--- src/rtl/cache_ctrl_pkg.sv ---
// lc3b_types: shared cache control types (FSM state, way index, way count)
package lc3b_types;
  typedef enum logic [1:0] {CHECK, WRITEBACK, ALLOCATE} cache_ctrl_state_t;
  typedef logic lc3b_way;
  localparam int CACHE_WAYS = 2;
endpackage

--- src/rtl/cache_ctrl_perf_cnt.sv ---
// cache_perf_cnt: enable-gated wrapping counter
// Ports: clk, reset_n (async active-low), en (count this cycle), count (W-bit value)
module cache_perf_cnt #(
  parameter int W = 16
) (
  input  logic         clk,
  input  logic         reset_n,
  input  logic         en,
  output logic [W-1:0] count
);
  always_ff @(posedge clk or negedge reset_n)
    if (!reset_n) count <= '0;
    else if (en) count <= count + W'(1);
endmodule

--- src/rtl/cache_ctrl.sv ---
// cache_ctrl: control FSM for the 2-way set-associative L1 cache datapath
// Ports: clk, reset_n (async active-low); CPU side mem_read/mem_write/mem_resp;
//   datapath status hit, lru_way, victim_dirty; pmem_read/pmem_write/pmem_resp;
//   array enables data/tag/valid/dirty_write, dirty_in, lru_write, lru_in;
//   mux selects way_sel, data_src_sel, pmem_addr_sel; hit/miss/wb_count.
// Macro CACHE_CTRL_PERF_EN enables the performance counters (tied 0 otherwise).
module cache_ctrl
  import lc3b_types::*;
#(
  parameter int INDEX_WIDTH = 3,
  parameter int CNT_WIDTH   = 16
) (
  input  logic                  clk,
  input  logic                  reset_n,
  input  logic                  mem_read,
  input  logic                  mem_write,
  output logic                  mem_resp,
  input  logic [CACHE_WAYS-1:0] hit,
  input  logic                  lru_way,
  input  logic                  victim_dirty,
  output logic                  pmem_read,
  output logic                  pmem_write,
  input  logic                  pmem_resp,
  output logic [CACHE_WAYS-1:0] data_write,
  output logic [CACHE_WAYS-1:0] tag_write,
  output logic [CACHE_WAYS-1:0] valid_write,
  output logic [CACHE_WAYS-1:0] dirty_write,
  output logic                  dirty_in,
  output logic                  lru_write,
  output logic                  lru_in,
  output logic                  way_sel,
  output logic                  data_src_sel,
  output logic                  pmem_addr_sel,
  output logic [CNT_WIDTH-1:0]  hit_count,
  output logic [CNT_WIDTH-1:0]  miss_count,
  output logic [CNT_WIDTH-1:0]  wb_count
);
  if (INDEX_WIDTH < 1 || CNT_WIDTH < 1) begin : g_bad_param
    $error("cache_ctrl: INDEX_WIDTH and CNT_WIDTH must be positive");
  end
  cache_ctrl_state_t state, next;
  lc3b_way victim_q, w;
  logic req, is_hit;
  assign req    = mem_read | mem_write;
  assign is_hit = |hit;
  // hit=2'b11 is illegal; way 0 takes priority
  assign w = ~hit[0];
  always_ff @(posedge clk or negedge reset_n)
    if (!reset_n) begin
      state    <= CHECK;
      victim_q <= 1'b0;
    end else begin
      state <= next;
      if (state == CHECK && req && !is_hit) victim_q <= lru_way;
    end
  // Everything is held at 0 while reset_n is low so no strobe leaks out during reset
  always_comb begin
    next          = state;
    mem_resp      = 1'b0;
    pmem_read     = 1'b0;
    pmem_write    = 1'b0;
    data_write    = '0;
    tag_write     = '0;
    valid_write   = '0;
    dirty_write   = '0;
    dirty_in      = 1'b0;
    lru_write     = 1'b0;
    lru_in        = 1'b0;
    way_sel       = 1'b0;
    data_src_sel  = 1'b0;
    pmem_addr_sel = 1'b0;
    if (reset_n)
      unique case (state)
        CHECK: begin
          way_sel = lru_way;
          if (req && is_hit) begin
            mem_resp  = 1'b1;
            way_sel   = w;
            lru_write = 1'b1;
            lru_in    = ~w;
            if (mem_write) begin
              data_write[w]  = 1'b1;
              dirty_write[w] = 1'b1;
              dirty_in       = 1'b1;
            end
          end else if (req) next = victim_dirty ? WRITEBACK : ALLOCATE;
        end
        WRITEBACK: begin
          pmem_write    = 1'b1;
          pmem_addr_sel = 1'b1;
          way_sel       = victim_q;
          next          = pmem_resp ? ALLOCATE : WRITEBACK;
        end
        ALLOCATE: begin
          pmem_read = 1'b1;
          way_sel   = victim_q;
          if (pmem_resp) begin
            data_write[victim_q]  = 1'b1;
            tag_write[victim_q]   = 1'b1;
            valid_write[victim_q] = 1'b1;
            dirty_write[victim_q] = 1'b1;
            data_src_sel          = 1'b1;
            next                  = CHECK;
          end
        end
        default: next = CHECK;
      endcase
  end
`ifdef CACHE_CTRL_PERF_EN
  cache_perf_cnt #(.W(CNT_WIDTH)) u_hit_cnt (
    .clk(clk), .reset_n(reset_n), .en(state == CHECK && req && is_hit), .count(hit_count));
  cache_perf_cnt #(.W(CNT_WIDTH)) u_miss_cnt (
    .clk(clk), .reset_n(reset_n), .en(state == CHECK && req && !is_hit), .count(miss_count));
  cache_perf_cnt #(.W(CNT_WIDTH)) u_wb_cnt (
    .clk(clk), .reset_n(reset_n), .en(state == WRITEBACK && pmem_resp), .count(wb_count));
`else
  assign hit_count  = '0;
  assign miss_count = '0;
  assign wb_count   = '0;
`endif
endmodule

--- config.mk ---
export PLATFORM = sky130hd
export DESIGN_NAME = cache_ctrl
export DESIGN_NICKNAME = d
export VERILOG_FILES = /design/src/rtl/cache_ctrl_pkg.sv /design/src/rtl/cache_ctrl_perf_cnt.sv /design/src/rtl/cache_ctrl.sv
export SDC_FILE = /design/constraint.sdc
export NUM_CORES = 1
export LEC_CHECK = 0
export ABC_AREA = 0
export ABC_CLOCK_PERIOD_IN_PS = 1530
export BUFFER_PORTS_ARGS = -buffer_cell sky130_fd_sc_hd__buf_2
export CORE_UTILIZATION = 35
export DETAILED_ROUTE_END_ITERATION = 8
export GPL_TIMING_DRIVEN = 1
export HOLD_SLACK_MARGIN = 0.15
export PLACE_DENSITY_LB_ADDON = 0.15
export SLEW_MARGIN = 20
export SYNTH_ARGS = -nofsm -noshare
export SYNTH_HDL_FRONTEND = slang
export SYNTH_SLANG_ARGS = --single-unit
--- constraint.sdc ---
create_clock -name clk -period 1.53 [get_ports clk]
set_input_delay 0.0765 -clock clk [delete_from_list [all_inputs] [get_ports clk]]
set_output_delay 0.0765 -clock clk [all_outputs]
set_load 0.01 [all_outputs]
======== Yosys cells after proc, flatten, opt, wreduce, memory -nomap -nowiden ========
Index checks and enable logic that the tools add are counted.
storage, ports and cells
  register bits ........................... 3
  output and inout port bits .............. 65
operators by class
  magnitude comparators ................... 4
  equal/unequal tests ..................... 5
  multiplexer cells ....................... 37
  bitwise logic cells ..................... 2
  reductions and logical operators ........ 10
operators by type and width
  cell                                                        number
  2-to-1 mux 2 bit                                            11
  2-to-1 mux 1 bit                                            21
  != test 2 bit, second input constant                        3
  one-hot mux 2 bit (3 select lines)                          1
  logical AND 1 bit                                           5
  less-than comparator 1 x 2 -> 1 bit, second input constant  2
  one-hot mux 2 bit (2 select lines)                          1
  AND reduction 4 bit                                         1
  OR reduction 2 bit                                          2
  demux 1 bit (select 1 bit)                                  2
  == test 2 x 1 -> 1 bit, second input constant               1
  == test 2 bit, second input constant                        1
  greater-or-equal comparator 1 bit, second input constant    2
  logical NOT 2 bit                                           1
  one-hot mux 1 bit (2 select lines)                          1
  logical NOT 1 bit                                           1
  NOT 1 bit                                                   1
  bitwise OR 1 bit                                            1

======== Longest topological paths before layout ========
  word-level depth ........................ 9
  gate-level depth with buffers ........... 7

======== Worst setup path after synthesis ========
No wires, ideal clock.
  path kind ............................... reg-to-output
  from .................................... register state[0]
  to ...................................... output port dirty_write[1]
  arrival ................................. 1.420 ns
  slack ................................... 0.034 ns
  cell stages (with the launch flop) ...... 7
  cell sequence ........................... dfrtp_1 > inv_1 > ha_1 > buf_2 > nand4b_1 > a21boi_0 > buf_4
on the way
  word-level cells in the longest chain between the ends .. 3
  elaborated cells on any way between the ends .. 4
RTL lines
  what                                                RTL line          text
  from (decl)                                         cache_ctrl.sv:41  cache_ctrl_state_t state, next;
  from (signal assigned)                              cache_ctrl.sv:53  state <= next;
  == test 2 bit or logical NOT 2 bit (tied branches)  --
  one-hot mux 2 bit (2 select lines) (*)              --
  2-to-1 mux 2 bit (*)                                --
  to (decl)                                           cache_ctrl.sv:27  output logic [CACHE_WAYS-1:0] dirty_write,
Mark *: on every way between the ends. The rest lies on a longest branch, timed or not.

======== Final worst setup path ========
  from .................................... register state[1]
  to ...................................... output port data_write[1]
on the way
  word-level cells in the longest chain between the ends .. 3
  elaborated cells on any way between the ends .. 4
RTL lines
  what                                                RTL line          text
  == test 2 bit or logical NOT 2 bit (tied branches)  cache_ctrl.sv:73  unique case (state)
  one-hot mux 2 bit (2 select lines) (*)              cache_ctrl.sv:73
  2-to-1 mux 2 bit (*)                                cache_ctrl.sv:72  if (reset_n)
  to (decl)                                           cache_ctrl.sv:24  output logic [CACHE_WAYS-1:0] data_write,
Marks and branches as above.

==> summary.txt <==
Status
  – Status: complete, no violations

CTS
  – Clock latency on the worst-skew pair: 0.23 ns
  – Clk pin slew, worst setup/hold paths: 0.03 ns
  – Htree depth: 1
  – Clk sinks: 3
  – Longest Clk Path Bufs: 2
  – Number of CTS-inserted buffers: 3
  – Root Driver: clkbuf_4
  – TritonCTS clock tree: done

Logic synthesis
  – Post-synth EDFFs: 0
  – Mapped Area: 776 um2
  – YS warnings: 0
  – Sequential area share after synthesis: 9.68%
  – Syn avg cell area: 7.76 um2
  – Mapped Cells: 100
  – Seq cells post-synth: 3
  – Largest cells by area after synthesis: buf_4 (52%), dfrtp_1 (9.7%), ha_1 (6.5%)
  – Post-synth top area share: 52.3%
  – Synth Flop Type: dfrtp_1
  – Most numerous cell in the Yosys netlist: buf_4
  – Post-synthesis async set-or-reset flop share: 100%
  – Distinct cells, synth: 27
  – Synth top cells by count: buf_4 (54), and2_1 (4), ha_1 (4), inv_1 (4)
  – Most area-hungry cell type in the Yosys netlist: buf_4

Floorplan
  – Die Span Y: 49.1 um
  – Initial core utilization: 38.4%
  – Ports: 74
  – # rows: 16
  – Die Area: 0.00241 mm2
  – Die Width: 49.1 um
  – Core ar.: 0.00202 mm2

Timing
  – Final worst-path setup slack: 0.101 ns
  – Setup TNS: 0 ns
  – Fmax: 700 MHz
  – RSZ-0062 raised after global routing: no
  – Final setup viols: 0
  – Hold_ws: 0.216 ns
  – Slew Limit Fails: 0
  – Fin crit share: 93.4%
  – Hold Vio Cnt, Final: 0
  – Clock skew: 0.00231 ns
  – Minimum clock period: 1.43 ns

Cells and area
  – Fillcell total: 240
  – Area occupied by multi-input gates: 488 um2
  – Area Growth Syn to Fin: 2.58%
  – Final nets: 138
  – Post-route cell area: 796 um2
  – Register area: 75.1 um2
  – Diode count: 0
  – Share of cells above drive strength 1: 33.9%

Worst setup path
  – Crit Path Max Fanout: 6
  – Worst EP arrival: 1.35 ns
  – Kind of critical path: reg2out
  – Required @ worst endpoint: 1.45 ns
  – CP Launch Type: flop
  – Element type at the critical path end: output port

Placed design
  – Placed cell areas: 696 um2
  – Dpl ws: 0.0753 ns
  – # port buffers: 25
  – Routability cong.: 0.670
  – Post-DP HPWL: 977 um

GRT
  – Total GRT Usage: 8.91%
  – First-pass GRT wire length: 1700 um
  – Largest net degree at the start of global routing: 14
  – Gr ovfl total: 0
  – Vias in the first global route: 405
  – Antenna violations before repair: 0

Drt
  – DR WL/cell: 7.75 um
  – Vias: 551
  – ANT nets after route: 0
  – Post-Route WL: 1170 um
  – Initial DRC count: 3
  – Drt pass-1 iters: 3
  – DRC errors left: 0
  – Vias/cell: 3.65

Power and ir drop
  – Max VDD drop: 0.000639 V
  – Total power: 887 uW
  – Lkg Pwr: 0.479 nW
  – PD cells: 1110 mW/mm2

Run
  – MaxCap Viol Count: 0

Min path
  – Hold/Removal Path Class: in2reg
cell families (layout without fill, tap and decap cells):
logic type	count (synthesis)	count (layout)	share of synthesized area, %
compound gates	8	8	7.58
mux	3	3	4.03
flops	3	3	9.68
fa+ha+maj	4	4	6.45
simple gates	21	21	16.3
other cells	1	48	0.483
buf+inv	60	37	55.5
per-stage QoR:
stage / util [%] / cells
after floorplan: - / 147
after global placement: 34.4 / 143
after detailed placement: 34.4 / 143
after CTS: 37.4 / 149
after global routing: 39.4 / 151
final: 39.4 / 151
cell usage in the layout (no fill, tap or decap), types with 2 or more instances in the layout:
cell / count
buf_2: 25
nand3_1: 3
clkbuf_4: 3
nand2_1: 3
dfrtp_1: 3
inv_2: 2
mux2i_1: 2
inv_1: 2
conb_1: 48
dlygate4sd3_1: 2
o21ai_0: 2
a22oi_1: 2
and2_1: 4
ha_1: 2
nor2_1: 2
ha_4: 2
final cells by class:
class,instances,area share (%)
clock buffer,4,3.30
timing repair buffer,29,19.8
inverter,4,1.89
multi-input combinational,84,61.3
tap,27,4.25
sequential,3,9.43
where the power goes:
part	internal, mW	switching, mW	leakage (nW)
combinational	0.259	0.329	0.427
sequential	0.118	0.0465	0.0370
clock	0.0974	0.0370	0.0150
total	0.475	0.412	0.479
final timing paths:
check	startpoint	to	slack, ns	cells after the start
setup / recovery	state[1]	data_write[1]	0.10	5
hold / removal	victim_dirty	state[0]	0.22	3
setup reg to reg	state[1]	victim_q	0.18	5
hold reg to reg	state[0]	state[0]	0.62	2
max in group asynchronous	reset_n	state[1]	1.11	2
min in group asynchronous	reset_n	victim_q	0.23	2
sequential cells by signal, summed over array words and instances (netlist names):
signal and count:
victim_q 1, state 2
layer usage:
metal	routed length, um	up-vias	global-route usage (%)
li1	-	266	-
met1	442	243	10.7
met2	615	42	15.5
met3	114	0	1.87
met4	0	0	2.94
met5	0	-	0
worst max-delay path, stage by stage, from the launching register on:
cell and delay [ns]:
dfrtp_1 0.42, inv_2 0.11, ha_4 0.16, nand4b_1 0.13, a21boi_2 0.17, buf_2 0.14
timing repair:
item / CTS / global route
setup buffers: 0 / 2
resized for setup: 5 / 6
endpoints found under the hold margin: 4 / 0
endpoints found under the setup margin: 9 / 11
pin swaps: 0 / 1
hold buffers: 2 / 0
(Power assumes the default switching activity.)
